`src/rtl/key_schedule_ctrl.sv`:
```
// Sequential AES-128 key schedule controller.
// Accepts a cipher key over a valid/ready handshake and expands one round key per clock
// into an internal bank. Any bank entry can then be read back by index with one cycle of latency.
module key_schedule_ctrl #(
  parameter int unsigned NB   = 128,
  parameter int unsigned WORD = 32,
  parameter int unsigned NR   = 10
) (
  input  logic          clk,
  input  logic          reset,
  input  logic [NB-1:0] KeyIn,
  input  logic          KeyValid,
  output logic          KeyReady,
  input  logic [3:0]    ReadRound,
  output logic [NB-1:0] RoundKeyOut,
  output logic          Busy,
  output logic          Done
);

  typedef enum logic [1:0] {StIdle, StExpand, StDone} state_e;

  // AES forward S-box, entry 0 in the most significant byte.
  localparam logic [2047:0] SBox = {
    128'h637c777bf26b6fc53001672bfed7ab76, 128'hca82c97dfa5947f0add4a2af9ca472c0,
    128'hb7fd9326363ff7cc34a5e5f171d83115, 128'h04c723c31896059a071280e2eb27b275,
    128'h09832c1a1b6e5aa0523bd6b329e32f84, 128'h53d100ed20fcb15b6acbbe394a4c58cf,
    128'hd0efaafb434d338545f9027f503c9fa8, 128'h51a3408f929d38f5bcb6da2110fff3d2,
    128'hcd0c13ec5f974417c4a77e3d645d1973, 128'h60814fdc222a908846eeb814de5e0bdb,
    128'he0323a0a4906245cc2d3ac629195e479, 128'he7c8376d8dd54ea96c56f4ea657aae08,
    128'hba78252e1ca6b4c6e8dd741f4bbd8b8a, 128'h703eb5664803f60e613557b986c11d9e,
    128'he1f8981169d98e949b1e87e9ce5528df, 128'h8ca1890dbfe6426841992d0fb054bb16
  };

  function automatic logic [7:0] subByte(input logic [7:0] b);
    return SBox[{~b, 3'b000} +: 8];
  endfunction

  function automatic logic [7:0] rcon(input logic [3:0] n);
    logic [7:0] r;
    r = 8'h00;
    case (n)
      4'd0:    r = 8'h01;
      4'd1:    r = 8'h02;
      4'd2:    r = 8'h04;
      4'd3:    r = 8'h08;
      4'd4:    r = 8'h10;
      4'd5:    r = 8'h20;
      4'd6:    r = 8'h40;
      4'd7:    r = 8'h80;
      4'd8:    r = 8'h1b;
      4'd9:    r = 8'h36;
      default: r = 8'h00;
    endcase
    return r;
  endfunction

  state_e          stateQ, stateD;
  logic [3:0]      roundCntQ, roundCntD;
  logic [NB-1:0]   curKeyQ, curKeyD;
  logic [NB-1:0]   bankQ [0:NR];
  logic            bankWe;
  logic [3:0]      bankWAddr;
  logic [NB-1:0]   bankWData;

  // KeyExpansion interface
  logic [NB-1:0]   roundKey;
  logic [3:0]      roundNumber;
  logic [NB-1:0]   nextRoundKey;

  assign roundKey    = curKeyQ;
  assign roundNumber = roundCntQ;

  // One AES-128 KeyExpansion step: w3 rotated, substituted and Rcon-mixed, then chained XORs.
  always_comb begin
    logic [WORD-1:0] w0, w1, w2, w3, rot, temp, n0, n1, n2, n3;
    w0   = roundKey[NB-1        -: WORD];
    w1   = roundKey[NB-1-WORD   -: WORD];
    w2   = roundKey[NB-1-2*WORD -: WORD];
    w3   = roundKey[NB-1-3*WORD -: WORD];
    rot  = {w3[23:0], w3[31:24]};
    temp = {subByte(rot[31:24]) ^ rcon(roundNumber), subByte(rot[23:16]),
            subByte(rot[15:8]), subByte(rot[7:0])};
    n0   = w0 ^ temp;
    n1   = w1 ^ n0;
    n2   = w2 ^ n1;
    n3   = w3 ^ n2;
    nextRoundKey = {n0, n1, n2, n3};
  end

  // Next-state, bank write request and status outputs.
  always_comb begin
    stateD    = stateQ;
    roundCntD = roundCntQ;
    curKeyD   = curKeyQ;
    bankWe    = 1'b0;
    bankWAddr = 4'd0;
    bankWData = nextRoundKey;
    KeyReady  = 1'b0;
    Busy      = 1'b0;
    Done      = 1'b0;
    case (stateQ)
      StIdle, StDone: begin
        KeyReady = 1'b1;
        Done     = (stateQ == StDone);
        if (KeyValid) begin
          bankWe    = 1'b1;
          bankWAddr = 4'd0;
          bankWData = KeyIn;
          curKeyD   = KeyIn;
          roundCntD = 4'd0;
          stateD    = StExpand;
        end
      end
      StExpand: begin
        Busy      = 1'b1;
        bankWe    = 1'b1;
        bankWAddr = roundCntQ + 4'd1;
        curKeyD   = nextRoundKey;
        if (roundCntQ == 4'(NR - 1)) begin
          roundCntD = 4'd0;
          stateD    = StDone;
        end else begin
          roundCntD = roundCntQ + 4'd1;
        end
      end
      default: stateD = StIdle;
    endcase
  end

  // Control state registers.
  always_ff @(posedge clk) begin
    if (reset) begin
      stateQ    <= StIdle;
      roundCntQ <= 4'd0;
      curKeyQ   <= '0;
    end else begin
      stateQ    <= stateD;
      roundCntQ <= roundCntD;
      curKeyQ   <= curKeyD;
    end
  end

  // Round key bank; reset discards any partial schedule.
  always_ff @(posedge clk) begin
    if (reset) begin
      for (int unsigned i = 0; i <= NR; i++) begin
        bankQ[i] <= '0;
      end
    end else if (bankWe) begin
      bankQ[bankWAddr] <= bankWData;
    end
  end

  // Registered read port; sees pre-write contents when reading the entry written this edge.
  always_ff @(posedge clk) begin
    if (reset) begin
      RoundKeyOut <= '0;
    end else if (ReadRound <= 4'(NR)) begin
      RoundKeyOut <= bankQ[ReadRound];
    end else begin
      RoundKeyOut <= '0;
    end
  end

endmodule

```
`config.mk`:
```
export PLATFORM = sky130hd
export DESIGN_NAME = key_schedule_ctrl
export DESIGN_NICKNAME = d
export VERILOG_FILES = /design/src/rtl/key_schedule_ctrl.sv
export SDC_FILE = /design/constraint.sdc
export NUM_CORES = 2
export LEC_CHECK = 0
export CAP_MARGIN = 20
export CORE_AREA = 2 2 528 530
export CTS_BUF_LIST = sky130_fd_sc_hd__clkbuf_8
export CTS_CLUSTER_DIAMETER = 30
export DETAILED_ROUTE_END_ITERATION = 12
export DIE_AREA = 0 0 530 532
export DONT_BUFFER_PORTS = 1
export GPL_TIMING_DRIVEN = 0
export PLACE_DENSITY = 0.59
export REMOVE_ABC_BUFFERS = 1
export SETUP_SLACK_MARGIN = 0.5
export SLEW_MARGIN = 20
export SYNTH_ARGS = -nofsm -noshare
export SYNTH_HDL_FRONTEND = slang
export SYNTH_SLANG_ARGS = --single-unit
```
`constraint.sdc`:
```
create_clock -name clk -period 16.1 [get_ports clk]
set_clock_uncertainty 0.05 [all_clocks]
set_input_delay 0.805 -clock clk [delete_from_list [all_inputs] [get_ports clk]]
set_output_delay 0.805 -clock clk [all_outputs]
set_load 0.1 [all_outputs]
```
# [Word level (Yosys, flattened, before mapping)]
# Memory sizes are Yosys's and may differ from the RTL's. A register that Yosys moved wholly into a read port is not among the register bits.
# Index checks and enable logic that the tools add are counted.
[word_totals] input_bits=135 ramBits=1408 mem_count=2 rom_bits=128 regBits=134
[memory_table] name="bankQ" depth=11 word_bits=128 read_ports=1 rd_clocked_by_memory_dff=1 write_ports=11 line_no="60" rtl="logic [NB-1:0] bankQ [0:NR];"
[memory_table] name="(name not given)" depth=16 word_bits=8 read_ports=1 rd_clocked_by_memory_dff=1 write_ports=0 line_no="41" rtl="case (n)"
[classes] bitwise=10 n_addsub=1 order_cmp=1 eq_ne=5 mux=26 reduce_logical=7 shift=4
[ops] op="2048-bit by 12-bit indexed part select with 8-bit output (first input constant)" n=4
[ops] op="128-bit two-way mux" n=4
[ops] op="128-bit one-hot mux with 2 select lines" n=1
[ops] op="128-bit OR reduction" n=1
[ops] op="32-bit XOR" n=4
[ops] op="8-bit NOT" n=4
[ops] op="4-bit two-way mux" n=6
[ops] op="1-bit two-way mux" n=10
[ops] op="4-bit one-hot mux with 2 select lines" n=1
[ops] op="8-bit XOR" n=1
[ops] op="4-bit by 1-bit adder with 4-bit output (second input constant)" n=1
[ops] op="4-bit == test (second input constant)" n=1
[ops] op="4-bit <= comparator (second input constant)" n=1
[ops] op="2-bit two-way mux" n=2
[ops] op="2-bit inequality test (second input constant)" n=2
[ops] op="2-bit one-hot mux with 2 select lines" n=1
[ops] op="2-bit AND reduction" n=2
[ops] op="2-bit OR reduction" n=2
[ops] op="2-bit by 1-bit == test with 1-bit output (second input constant)" n=1
[ops] op="2-bit == test (second input constant)" n=1
[ops] op="2-bit zero test" n=1
[ops] op="1-bit one-hot mux with 2 select lines" n=1
[ops] op="2-bit nonzero test" n=1
[ops] op="1-bit NOT" n=1

# [Depth between registers and ports, before layout]
[depth] ltp_word=10 depth_mapped=17 ltp_nobuf=11

# [Least setup slack after synthesis]
# OpenSTA, ideal clock, no wires.
[synth_timing] path_type="in2reg" start="input port reset" end="memory bankQ[15][0], enable pin" required_time_ps=15121 setup_time_ps=929 path_slack_ps=1315 arrival_ps=13806 cell_stages=5 cell_sequence="nor2_1 clkbuf_1 clkbuf_1 nand3_1 nor4_1"
[synth_lines] item="from (decl)" line_no="10" rtl="input logic reset,"
[synth_lines] item="to (decl)" line_no="60"

==> results_dict.tcl <==
set metrics [dict create \
    clock_latency_ns 1.11 \
    min_period_over_period 0.428 \
    antenna_found_initial 64 \
    slew_headroom 0.150 \
    synthArstFlopShare 0 \
    startpoint "curKeyQ[0]$_SDFFE_PP0P_" \
    synth_area_leaders "edfxtp_1 (52%), mux4_2 (14%), dfxtp_1 (7.2%), nor2_1 (4.6%), nand2_1 (1.7%)" \
    path_class "reg -> reg" \
    grt.total_usage 0.282 \
    holdWs_ns 0.0732 \
    p_total_mw 22.5 \
    crit_path_max_fanout 32 \
    r2r_slack_ns 9.20 \
    synth-seq-cells 2318 \
    post_drt_wl_per_cell_um 32.7 \
    final_area_um2 128000 \
    cp.depth 12 \
    grt_max_degree 514 \
    max_cap_viol_count 0 \
    stdcell_count 12400 \
    yosysWarnings 0 \
    layout-drive-gt1-share 0.218 \
    final.setup.tns_ns 0 \
    p_leak_nw 45.1 \
    critPathLaunchType "flip-flop" \
    crit_chain "inv_1 -> ha_1 -> nand2_1 -> a21oi_1 -> nor3_1 -> nor4b_1 -> a311oi_2 -> buf_4 -> xnor2_1 -> xnor2_1 -> a22oi_1 -> inv_1" \
    firstDrtPassIters 6 \
    ioPinCount 266 \
    synth_top_cell_by_area "edfxtp_1" \
    synth_edf_count 1920 \
    dpl_cell_area_um2 117000 \
    hold_class "in -> reg" \
    min_period_ns 6.90 \
    r2r-end "bankQ[11][47]$_DFFE_PP_" \
    cp_num_buf_inv 3 \
    rows 193 \
    htree_levels 5 \
    syn_area_um2 110000 \
    dieArea_um2 282000 \
    synthFlopType "edfxtp_1" \
    cp.required_ns 16.78 \
    drv_slew 0 \
    die_h_um 532 \
    post-cts-setup-buffer-count 0 \
    netlist_instances 8293 \
    cp_top_family "simple AND/OR/NAND/NOR gates" \
    slowest_stage "ha_1" \
    hold_violations 0 \
    drt_wl_total_mm 406 \
    cts_resized 0 \
    r2r_start "curKeyQ[0]$_SDFFE_PP0P_" \
    synth.top_cell.area_share 0.524 \
    die_w_um 530 \
    clock_path_buffers 4 \
    rsz0062_at_grt "no" \
    worst_pin_slew_ns 1.27 \
    hpwlAfterDp_mm 250 \
    slowest_delay_ns 1.07 \
    drc 0 \
    grt_first_pass_wirelength_mm 571 \
    gp_congestion 0.964 \
    layout.nets 8484 \
    initial_utilization 0.399 \
    clkTransAtPathRegs_ns 0.06 \
    cp_data_arrival_time_ns 7.58 \
    cp-endpoint "bankQ[11][47]$_DFFE_PP_" \
    ir_drop_v 0.0000839 \
    core_um2 276000 \
    cts.sinks 2318 \
    cts_inserted_buffers 458 \
    fmax_mhz 145 \
    via_count 77400 \
    dp.cells 11500 \
    status "complete, no violations" \
    setup_viol 0 \
    port_buffers 0 \
    clockRootBuffer "clkbuf_8" \
    gr-total-overflow 0 \
    viasPerCell 6.23 \
    synth-seq-area-share 0.597 \
    area_growth_pct 16.4 \
    rr_worst_depth 12 \
    yosys.cell_types.count 116 \
    first_iter_violations 10700 \
    cellPowerDensity_nw_per_um2 176 \
    cts_tree "built" \
    cts_hold_buf 60 \
    critPathCaptureType "flip-flop" \
    antenna_left 0 \
    grt_pass1_vias 76100 \
    syn_area_per_cell_um2 13.3 \
]
[how the worst min path moves through the flow]
stage                                      startpoint                     endpoint  cells past startpoint
final                                           reset      bankQ[9][119]$_DFFE_PP_                      1
after global routing                            reset     bankQ[11][119]$_DFFE_PP_                      1
after CTS                                   KeyIn[17]   bankQ[0][17]$_SDFFCE_PN0P_                      2
after detailed placement     curKeyQ[88]$_SDFFE_PP0P_     curKeyQ[88]$_SDFFE_PP0P_                      2
after global placement       curKeyQ[88]$_SDFFE_PP0P_     curKeyQ[88]$_SDFFE_PP0P_                      2
after floorplan           bankQ[10][107]$_SDFFE_PP0P_  bankQ[10][107]$_SDFFE_PP0P_                      2
[kinds of logic (layout without fill, tap and decap cells)]
group / Yosys count / count (layout) / synth area share
buffers and inverters: 933 / 1328 / 0.0365
flip-flops: 2318 / 2318 / 0.597
adder cells (fa/ha/maj): 63 / 63 / 0.00715
XOR/XNOR: 202 / 202 / 0.0204
AO/OA/AOI/OAI: 1285 / 1285 / 0.0806
AND/OR/NAND/NOR: 2737 / 2737 / 0.113
multiplexers: 755 / 755 / 0.146
other: 0 / 32 / 0
[metal layers]
| layer | up-vias | GRT usage | part of all wire |
|---|---|---|---|
| met5 | - | 0 | 0.00059 |
| met2 | 4934 | 0.434 | 0.46 |
| met1 | 40000 | 0.388 | 0.39 |
| met4 | 36 | 0.0994 | 0.037 |
| li1 | 31500 | - | - |
| met3 | 861 | 0.0675 | 0.11 |
[through the flow]
step	setup WS [ns]	util
after floorplan	-0.746	-
after global placement	-37.56	0.403
after detailed placement	9.02	0.424
after CTS	9.41	0.463
after global routing	9.12	0.464
final	9.20	0.464
[cells in the final DEF, fill, tap and decap left out, drive strengths merged, types with 160 or more instances in the layout]
cell type,n
a21oi,310
buf,276
nor3,160
inv,260
nand2,493
nor2,1348
mux4,675
dfxtp,398
clkbuf,508
nor2b,236
edfxtp,1920
o21ai,250
[power by group]
part           total, mW  switching (mW)  internal, mW  leakage [nW]
clock               6.48            2.74          3.74          5.51
sequential          7.88           0.685          7.19          22.4
combinational       8.13            5.41          2.72          17.2
total               22.5            8.84          13.7          45.1
[area by class of cell]
class                   count  area, um2
repair buffers            336       6250
clock inverters           355       3170
fillers                 24400     148000
well taps                3705       4640
multi-input cells        5042      40700
flip-flops and latches   2318      65700
inverters                 131        517
clock buffers             506       6960
diodes                     32       80.1
[synthesized netlist by cell type, types with 53 or more instances]
library cell and count:
nand3_1 95, dfxtp_1 398, xnor2_1 113, a31oi_1 56
o211ai_1 53, or2_2 55, o21ai_0 243, clkbuf_1 481
buf_2 182, nand2_1 493, a22oi_1 72, buf_1 84
nor2b_1 235, ha_1 62, edfxtp_1 1920, nor3_1 159
nand2b_1 116, a21oi_1 307, nor2_1 1337, mux4_2 675
inv_1 119, a211oi_1 71
[flip-flops by register name, summed over array words and instances (netlist names), named ones only]
register     count
RoundKeyOut    128
bankQ         2048
curKeyQ        128
roundCntQ        4
stateQ           2
Note: power is estimated with default switching activity, not from simulation.
